--- src/rtl/traffic_pkg.sv ---
// Shared types for the intersection phase sequencer.
// Light encodings, phase state codes and approach direction.
package traffic_pkg;

    localparam logic [1:0] RED    = 2'b00;
    localparam logic [1:0] GREEN  = 2'b01;
    localparam logic [1:0] YELLOW = 2'b10;

    typedef enum logic [2:0] {
        ALL_RED   = 3'd0,
        NS_GREEN  = 3'd1,
        NS_YELLOW = 3'd2,
        EW_GREEN  = 3'd3,
        EW_YELLOW = 3'd4,
        PED_WALK  = 3'd5
    } phase_e;

    typedef enum logic {
        NS = 1'b0,
        EW = 1'b1
    } dir_e;

endpackage

--- src/rtl/traffic_phase_scheduler_phase_timer.sv ---
// Per-phase tick counter: cleared on phase change, saturating on tick.
// Ports: clk, rst_n, clr, tick, dur (phase length) -> tcnt, expire.
module phase_timer #(
    parameter int TW = 8
) (
    input  logic          clk,
    input  logic          rst_n,
    input  logic          clr,
    input  logic          tick,
    input  logic [TW-1:0] dur,
    output logic [TW-1:0] tcnt,
    output logic          expire
);

    localparam logic [TW-1:0] ONE = TW'(1);

    always_ff @(posedge clk or negedge rst_n) begin
        if (!rst_n) begin
            tcnt <= '0;
        end else if (clr) begin
            tcnt <= '0;
        end else if (tick && (tcnt != '1)) begin
            tcnt <= tcnt + ONE;
        end
    end

    // The last tick of a D-tick phase is the one seen with tcnt == D-1.
    assign expire = tick && (tcnt == (dur - ONE));

endmodule

--- src/rtl/traffic_phase_scheduler.sv ---
// Actuated two-road intersection sequencer with pedestrian walk phase.
// Ports: clk, rst_n, tick, ns_req, ew_req, ped_btn -> ns_light, ew_light,
//        walk, ped_pend, phase (current state code).
module traffic_phase_scheduler
    import traffic_pkg::*;
#(
    parameter int TW        = 8,
    parameter int MIN_GREEN = 4,
    parameter int MAX_GREEN = 10,
    parameter int YELLOW_T  = 3,
    parameter int ALLRED_T  = 2,
    parameter int WALK_T    = 5
) (
    input  logic       clk,
    input  logic       rst_n,
    input  logic       tick,
    input  logic       ns_req,
    input  logic       ew_req,
    input  logic       ped_btn,
    output logic [1:0] ns_light,
    output logic [1:0] ew_light,
    output logic       walk,
    output logic       ped_pend,
    output logic [2:0] phase
);

    localparam logic [TW-1:0] MIN_M1 = TW'(MIN_GREEN - 1);
    localparam logic [TW-1:0] MAX_D  = TW'(MAX_GREEN);
    localparam logic [TW-1:0] YEL_D  = TW'(YELLOW_T);
    localparam logic [TW-1:0] RED_D  = TW'(ALLRED_T);
    localparam logic [TW-1:0] WALK_D = TW'(WALK_T);

    phase_e        state;
    phase_e        state_n;
    dir_e          next_dir;
    logic          walk_done;
    logic          clr;
    logic          expire;
    logic          min_ok;
    logic [TW-1:0] dur;
    logic [TW-1:0] tcnt;

    phase_timer #(
        .TW(TW)
    ) u_timer (
        .clk    (clk),
        .rst_n  (rst_n),
        .clr    (clr),
        .tick   (tick),
        .dur    (dur),
        .tcnt   (tcnt),
        .expire (expire)
    );

    assign min_ok = tick && (tcnt >= MIN_M1);
    assign clr    = (state_n != state);
    assign phase  = state;

    always_comb begin
        state_n = state;
        dur     = '0;
        case (state)
            ALL_RED: begin
                dur = RED_D;
                if (expire) begin
                    if (ped_pend && !walk_done) begin
                        state_n = PED_WALK;
                    end else if (next_dir == NS) begin
                        state_n = NS_GREEN;
                    end else begin
                        state_n = EW_GREEN;
                    end
                end
            end
            NS_GREEN: begin
                // With no conflicting demand NS rests green indefinitely.
                if (min_ok && (ew_req || ped_pend)) begin
                    state_n = NS_YELLOW;
                end
            end
            NS_YELLOW: begin
                dur = YEL_D;
                if (expire) begin
                    state_n = ALL_RED;
                end
            end
            EW_GREEN: begin
                dur = MAX_D;
                if (expire ||
                    (min_ok && (!ew_req || ns_req || ped_pend))) begin
                    state_n = EW_YELLOW;
                end
            end
            EW_YELLOW: begin
                dur = YEL_D;
                if (expire) begin
                    state_n = ALL_RED;
                end
            end
            PED_WALK: begin
                dur = WALK_D;
                if (expire) begin
                    state_n = ALL_RED;
                end
            end
            default: begin
                state_n = ALL_RED;
            end
        endcase
    end

    always_ff @(posedge clk or negedge rst_n) begin
        if (!rst_n) begin
            state     <= ALL_RED;
            next_dir  <= NS;
            walk_done <= 1'b0;
            ped_pend  <= 1'b0;
            ns_light  <= RED;
            ew_light  <= RED;
            walk      <= 1'b0;
        end else begin
            state <= state_n;

            if (clr && (state_n == NS_GREEN)) begin
                next_dir  <= EW;
                walk_done <= 1'b0;
            end else if (clr && (state_n == EW_GREEN)) begin
                next_dir  <= NS;
                walk_done <= 1'b0;
            end else if (clr && (state == PED_WALK)) begin
                walk_done <= 1'b1;
            end

            // Entering the walk consumes the request, even if pressed now.
            if (clr && (state_n == PED_WALK)) begin
                ped_pend <= 1'b0;
            end else if (ped_btn && (state != PED_WALK)) begin
                ped_pend <= 1'b1;
            end

            // Lights track the state being entered on this edge.
            ns_light <= (state_n == NS_GREEN)  ? GREEN  :
                        (state_n == NS_YELLOW) ? YELLOW : RED;
            ew_light <= (state_n == EW_GREEN)  ? GREEN  :
                        (state_n == EW_YELLOW) ? YELLOW : RED;
            walk     <= (state_n == PED_WALK);
        end
    end

endmodule

--- config.mk ---
export PLATFORM = sky130hd
export DESIGN_NAME = traffic_phase_scheduler
export DESIGN_NICKNAME = d
export VERILOG_FILES = /design/src/rtl/traffic_pkg.sv /design/src/rtl/traffic_phase_scheduler_phase_timer.sv /design/src/rtl/traffic_phase_scheduler.sv
export SDC_FILE = /design/constraint.sdc
export NUM_CORES = 1
export LEC_CHECK = 0
export BUFFER_PORTS_ARGS = -buffer_cell sky130_fd_sc_hd__buf_4
export CAP_MARGIN = 5
export CORE_AREA = 3 3 66 55
export CTS_CLUSTER_SIZE = 16
export DETAILED_ROUTE_END_ITERATION = 16
export DIE_AREA = 0 0 69 58
export SLEW_MARGIN = 15
export SYNTH_ARGS = -nofsm -noshare
export SYNTH_HDL_FRONTEND = slang
export SYNTH_HIERARCHICAL = 1
export SYNTH_SLANG_ARGS = --single-unit
export TNS_END_PERCENT = 100
--- constraint.sdc ---
create_clock -name clk -period 6.6 [get_ports clk]
set_input_delay 1.32 -clock clk [delete_from_list [all_inputs] [get_ports clk]]
set_output_delay 1.32 -clock clk [all_outputs]
set_load 0.02 [all_outputs]
==> results of run 1 <==
==> metrics by stage <==
| step | utilization [%] | total power [mW] | hold WS (ps) | setup slack (ps) | area (µm²) |
|---|---|---|---|---|---|
| 3_5_place_dp | 49.9 | 0.498 | 518 | 2710 | 1530 |
| 2_1_floorplan | - | 0.422 | 476 | 3310 | 1390 |
| 3_3_place_gp | 49.9 | 0.494 | 514 | 2810 | 1530 |
| 4_1_cts | 51.5 | 0.589 | 537 | 2660 | 1580 |
| 5_1_grt | 51.5 | 0.637 | 571 | 2290 | 1580 |
| 6_report | 51.5 | 0.583 | 531 | 2590 | 1580 |
==> logic make-up (layout without fill, tap and decap cells) <==
| logic type | count (synthesis) | after routing | synth area share, % |
|---|---|---|---|
| simple gates | 66 | 66 | 30.1 |
| buf+inv | 13 | 26 | 3.73 |
| flops | 19 | 19 | 35.5 |
| xor+xnor | 12 | 12 | 7.84 |
| mux | 3 | 3 | 2.33 |
| fa+ha+maj | 2 | 2 | 1.87 |
| other cells | 1 | 15 | 0.280 |
| compound gates | 34 | 34 | 18.4 |
==> per-layer routing <==
layer  routed length (µm)  part of all wire, %  vias to the layer above
li1                     -                    -                      574
met1                 1390                   49                      525
met2                 1290                   45                       26
met3                  133                  4.7                        2
met4                   29                  1.0                        0
met5                    0                    0                        -
==> report_power, final <==
group	total [mW]	internal [mW]	switching, mW
combinational	0.295	0.136	0.160
sequential	0.201	0.146	0.0551
clock	0.0873	0.0427	0.0446
total	0.583	0.324	0.259
==> synthesized netlist by cell type, types with 2 or more instances <==
library cell | n | area (µm²)
a211oi_1 | 2 | 15.0
a21oi_1 | 7 | 35.0
and2_1 | 5 | 31.3
and4b_1 | 2 | 20.0
clkbuf_1 | 3 | 11.3
dfrtp_1 | 19 | 475
ha_1 | 2 | 25.0
inv_1 | 8 | 30.0
mux2i_1 | 2 | 20.0
nand2_1 | 4 | 15.0
nand2b_1 | 6 | 37.5
nand3_1 | 3 | 15.0
nand4_1 | 3 | 18.8
nor2_1 | 22 | 82.6
nor2b_1 | 4 | 25.0
nor3_1 | 2 | 10.0
nor3b_1 | 2 | 15.0
o2111ai_1 | 2 | 17.5
o211ai_1 | 2 | 15.0
o21a_1 | 2 | 15.0
o21ai_0 | 7 | 35.0
or4_4 | 2 | 22.5
xnor2_1 | 4 | 35.0
xor2_1 | 8 | 70.1
==> state kept, by name (all words and copies together) (netlist names) <==
register,count
walk,1
ped_pend,1
walk_done,1
u_timer/tcnt,8
next_dir,1
phase,3
ew_light,2
ns_light,2
==> final cells by class <==
cell class | count | area, µm²
multi-input combinational | 132 | 867
timing repair buffer | 14 | 105
tap | 40 | 50.0
fill | 312 | 1490
sequential | 19 | 475
clock buffer | 3 | 41.3
inverter | 8 | 30.0
clock inverter | 1 | 7.51
==> tightest hold or removal path, cell delays in order (launching register included) <==
cell and delay (ps):
dfrtp_1 370, a21oi_1 50, nor2_1 80
==> worst min-delay path by stage <==
stage,start,slack (ps),end,cells after the start
floorplan,walk_done,480,walk_done,2
global placement,walk_done,510,walk_done,2
detailed placement,walk_done,520,walk_done,2
CTS,walk_done,540,walk_done,2
global route,walk_done,570,walk_done,2
finish,walk_done,530,walk_done,2
==> summary.txt, run 1 <==
Status
  • Status: finished clean

Global routing
  • Met3 GRT Util: 4.16%
  • Overflow after GRT: 0
  • First-pass GRT wire length: 4890 µm
  • Vias in the first global route: 1045
  • Largest net degree at the start of global routing: 20
  • GR Util met2: 24.9%
  • Most Used Layer, Global Route: met2
  • Initial antenna violation count: 0
  • Gr usage total: 15.6%
  • GR Layer Usage met1: 20.3%

Setup path
  • CP top delay family: compound AO/OA/AOI/OAI gates
  • Worst reg2reg setup slack: 2590 ps
  • CP startpoint: phase[2]
  • Required time of the critical path: 6750 ps
  • WP buf/inv: 1
  • Critical path peak fanout: 12
  • R2r worst-path depth: 13
  • Critical path arrival: 4150 ps
  • Slowest CP cell: a211oi_1
  • Critical path, cell by cell: nand2b_1 > o21ai_0 > inv_1 > ha_1 > nand2b_1 > o211a_1 > o31a_2 > a211oi_1 > o21ai_0 > o21ai_0 > o32ai_1 > nand2_1 > nor2_1
  • Crit-path most repeated cell: o21ai_0
  • Worst reg2reg startpoint: phase[2]
  • Critical R2R Capture: u_timer/tcnt[0]
  • CP Depth: 13
  • Worst Setup EP: u_timer/tcnt[0]
  • Setup Crit Path Kind: reg -> reg
  • Slowest cell delay on critical path: 860 ps
  • CP endpoint kind: register
  • CP Launch Type: register

Cells and area
  • Nets: 186
  • N_diodes: 0
  • Synth-to-Final Area Change: 17.6%
  • Fraction of layout cells with a size suffix above 1: 17.5%
  • Commonest non-fill, non-tap cell in the layout: nor2_1
  • Most frequent cells in the layout: nor2_1, dfrtp_1, conb_1, buf_4
  • Post-route insts no fill: 217

Synth
  • Synth Flop Type: dfrtp_1
  • Netlist cell types: 51
  • #FFs+latches synth: 19
  • Yosys warns: 6
  • Ys async rst share: 100%
  • Syn_area_per_cell: 8.93 µm²
  • Post-synth EDFFs: 0
  • Post-Synthesis Cells: 150
  • Cell Area, Synth: 0.00134 mm²
  • Sequential element share of the synthesized area: 35.5%

CTS
  • H-tree levels: 1
  • TritonCTS Buffers: 3
  • Root Driver: clkbuf_8
  • Reg clk slew, reported paths: 80 ps
  • Resize count post-CTS: 0
  • CTS tree: yes
  • Clk sink count: 19
  • Deepest clock path buffer count: 2
  • Setup Buffers After CTS: 0
  • Hold buffers post-CTS: 0
  • Clock Latency Late Sink: 260 ps

STA
  • Slew at the pin with the worst max-slew slack: 1100 ps
  • Pins Over Slew Limit: 0
  • Period utilization: 60.7%
  • Peak Freq: 0.249 GHz
  • Setup violators final: 0
  • Relative slew slack: 26.3%
  • Final hold violation count: 0
  • Setup TNS: 0 ps
  • Post-layout min period: 4010 ps
  • Clock skew: 3.81 ps
  • RSZ-0062 raised after global routing: false

Floorplan
  • Die footprint: 0.00400 mm²
  • FP Rows: 18
  • Die width: 69 µm
  • I/O pin cnt: 15
  • Core area: 0.00306 mm²
  • Die height: 58 µm
  • Initial Util: 43.7%

Pwr
  • Static Leakage: 0.759 nW
  • Maximum VDD drop: 0.000203 V
  • Power Density: 370 mW/mm²

Placement
  • Port Buffers: 14
  • Post-DP HPWL: 2120 µm
  • Placed Cells incl. Taps: 213
  • RePlAce Congestion: 0.825

Detailed routing
  • # DRC: 0
  • Routed via count: 1127
  • Drt pass-1 iters: 4
  • Post-DRT Antenna Nets: 0
  • Drt wl/cell: 13.1 µm
  • Total wire length: 2840 µm
  • Vias per cell: 5.19
  • First DRT Iteration DRCs: 91

Min path
  • HP Class: reg -> reg

Flow run
  • Max cap viols: 0
(Power assumes the default switching activity.)
==> inputs of run 2 (changes only) <==
ABC_AREA = 1   (was unset)
CORE_AREA = 3 3 69 58   (was 3 3 66 55)
DIE_AREA = 0 0 72 61   (was 0 0 69 58)
clock period = 3.9 ns   (was 6.6 ns; I/O delays follow)
==> summary.txt, run 2 <==
Synth
  • #FFs+latches synth: 19
  • Leading area contributor after synthesis: dfrtp_1
  • Sequential element share of the synthesized area: 31.9%
  • Synth Flop Type: dfrtp_1
  • Post-synth EDFFs: 0
  • Cell Area, Synth: 0.00149 mm²
  • Most frequent cells after synthesis: nand2_1, inv_1, nor2_1
  • Top-count cell post-synth: nand2_1
  • Post-Synthesis Cells: 223
  • Syn_area_per_cell: 6.68 µm²
  • Ys async rst share: 100%
  • Netlist cell types: 27
  • Largest cells by area after synthesis: dfrtp_1, nand2_1, inv_1, nand3_1, nor2_1
  • Yosys warns: 6
  • Area share of the largest cell type after synthesis: 31.9%

Global routing
  • Vias in the first global route: 1171
  • Overflow after GRT: 0
  • Gr usage total: 16.5%
  • Initial antenna violation count: 0
  • First-pass GRT wire length: 5460 µm
  • Largest net degree at the start of global routing: 20

Cells and area
  • Fraction of layout cells with a size suffix above 1: 18.7%
  • Post-route insts no fill: 293
  • Final core utilization: 51.0%
  • Nets: 260
  • N_diodes: 0
  • Most frequent cells in the layout: nand2_1, inv_1, nor2_1, nand3_1, dfrtp_1
  • Commonest non-fill, non-tap cell in the layout: nand2_1
  • Synth-to-Final Area Change: 16.4%
  • Max reg flops: 8
  • Fill count: 348
  • Largest register by flop count: u_timer/tcnt

Detailed routing
  • Total wire length: 3370 µm
  • First DRT Iteration DRCs: 177
  • Vias per cell: 4.70
  • Post-DRT Antenna Nets: 0
  • Drt wl/cell: 11.5 µm
  • Drt pass-1 iters: 4
  • Routed via count: 1377
  • # DRC: 0

CTS
  • H-tree levels: 1
  • CTS tree: yes
  • Deepest clock path buffer count: 2
  • Clk sink count: 19
  • Hold buffers post-CTS: 0
  • Clock Latency Late Sink: 260 ps
  • Setup Buffers After CTS: 0
  • Reg clk slew, reported paths: 80 ps
  • Resize count post-CTS: 0
  • Root Driver: clkbuf_8
  • TritonCTS Buffers: 3

STA
  • Post-route setup slack: 359 ps
  • Final hold violation count: 0
  • Setup violators final: 0
  • RSZ-0062 raised after global routing: false
  • Post-layout min period: 3540 ps
  • Pins Over Slew Limit: 0
  • Peak Freq: 0.282 GHz
  • Setup TNS: 0 ps
  • Clock skew: 4.92 ps
  • Period utilization: 90.8%

Flow run
  • Max cap viols: 0

Setup path
  • CP endpoint kind: register
  • Critical R2R Capture: u_timer/tcnt[6]
  • Worst reg2reg startpoint: phase[1]
  • Required time of the critical path: 4080 ps
  • CP Launch Type: register
  • Critical path peak fanout: 8
  • Worst reg2reg setup slack: 360 ps
  • Critical path arrival: 3720 ps
  • Setup Crit Path Kind: reg -> reg
  • R2r worst-path depth: 20

Floorplan
  • FP Rows: 19
  • Die footprint: 0.00439 mm²
  • I/O pin cnt: 15
  • Initial Util: 43.8%
  • Die width: 72 µm
  • Die height: 61 µm
  • Core area: 0.00340 mm²

Status
  • Status: finished clean

Pwr
  • Power Density: 475 mW/mm²
  • Maximum VDD drop: 0.000276 V
  • Static Leakage: 0.920 nW

Placement
  • Port Buffers: 14
  • Placed Cells incl. Taps: 289
  • Pre-CTS worst setup slack: 443 ps
  • RePlAce Congestion: 0.877
  • Post-DP HPWL: 2710 µm

Min path
  • HP Class: in -> async
==> run 2: cell count changes after synthesis, sizes merged, moves of 6 or more <==
cell / change
and2: -6
inv: +32
nand2: +66
nand2b: -6
nand3: +23
nor2: +8
o21ai: +6
==> run 2: layout make-up <==
type,count,area [µm²],area share [%]
Sequential cell,19,475,27.4
Clock inverter,1,7.51,0.433
Multi-Input combinational cell,173,892,51.5
Inverter,41,159,9.17
Tap cell,42,52.6,3.03
Timing Repair Buffer,14,105,6.07
Clock buffer,3,41.3,2.38
==> run 2: cell families (layout without fill, tap and decap cells) <==
family          Yosys count  count (layout)  share of synthesized area [%]
simple gates            132             132                           42.2
xor+xnor                  9               9                           5.29
buf+inv                  41              59                           10.7
compound gates           19              19                           7.98
fa+ha+maj                 2               2                           1.68
flops                    19              19                           31.9
other cells               1              11                          0.252
==> run 2: how the worst max path moves through the flow <==
| stage | startpoint | depth (start not counted) | to | slack [ps] |
|---|---|---|---|---|
| global placement | phase[2] | 22 | u_timer/tcnt[4] | 520 |
| CTS | phase[1] | 22 | u_timer/tcnt[7] | 420 |
| floorplan | phase[2] | 23 | u_timer/tcnt[7] | 720 |
| global route | phase[2] | 21 | u_timer/tcnt[2] | 60 |
| finish | phase[1] | 20 | u_timer/tcnt[6] | 360 |
| detailed placement | phase[1] | 22 | u_timer/tcnt[7] | 440 |
==> run 2: where the power goes <==
group	internal, mW	leakage [nW]	switching [mW]
sequential	0.234	0.237	0.0600
combinational	0.137	0.661	0.249
clock	0.0721	0.0217	0.0710
total	0.444	0.920	0.380
==> run 2: through the flow <==
stage | instance area, µm² | total power, mW | hold WS, ps
final | 1730 | 0.823 | 374
after global routing | 1730 | 0.903 | 381
after CTS | 1730 | 0.824 | 385
after detailed placement | 1680 | 0.678 | 529
after global placement | 1680 | 0.682 | 553
after floorplan | 1530 | 0.579 | 484
==> run 2: layer usage <==
metal	global-route usage (%)	routed length [µm]	vias up
met3	3.97	221	4
met4	3.49	27	0
li1	-	-	735
met1	25.6	1820	605
met2	22.9	1290	33
met5	0	0	-
==> run 2: worst max-delay path, stage by stage, from the launching register on <==
cell     delay (ps)
dfrtp_1         480
o21ai_0         360
inv_1           140
ha_1            330
nand2_1          70
nand2_1          50
nor2_1           80
nand2_1          50
nor2_1          130
nand3_1         100
nor3_1          320
inv_2           160
nor2_2          220
a21oi_4          60
nand3_4         120
nand2_1          80
nand2_2         100
nand3_2         120
inv_1           220
o21ai_0         120
a21oi_1         150
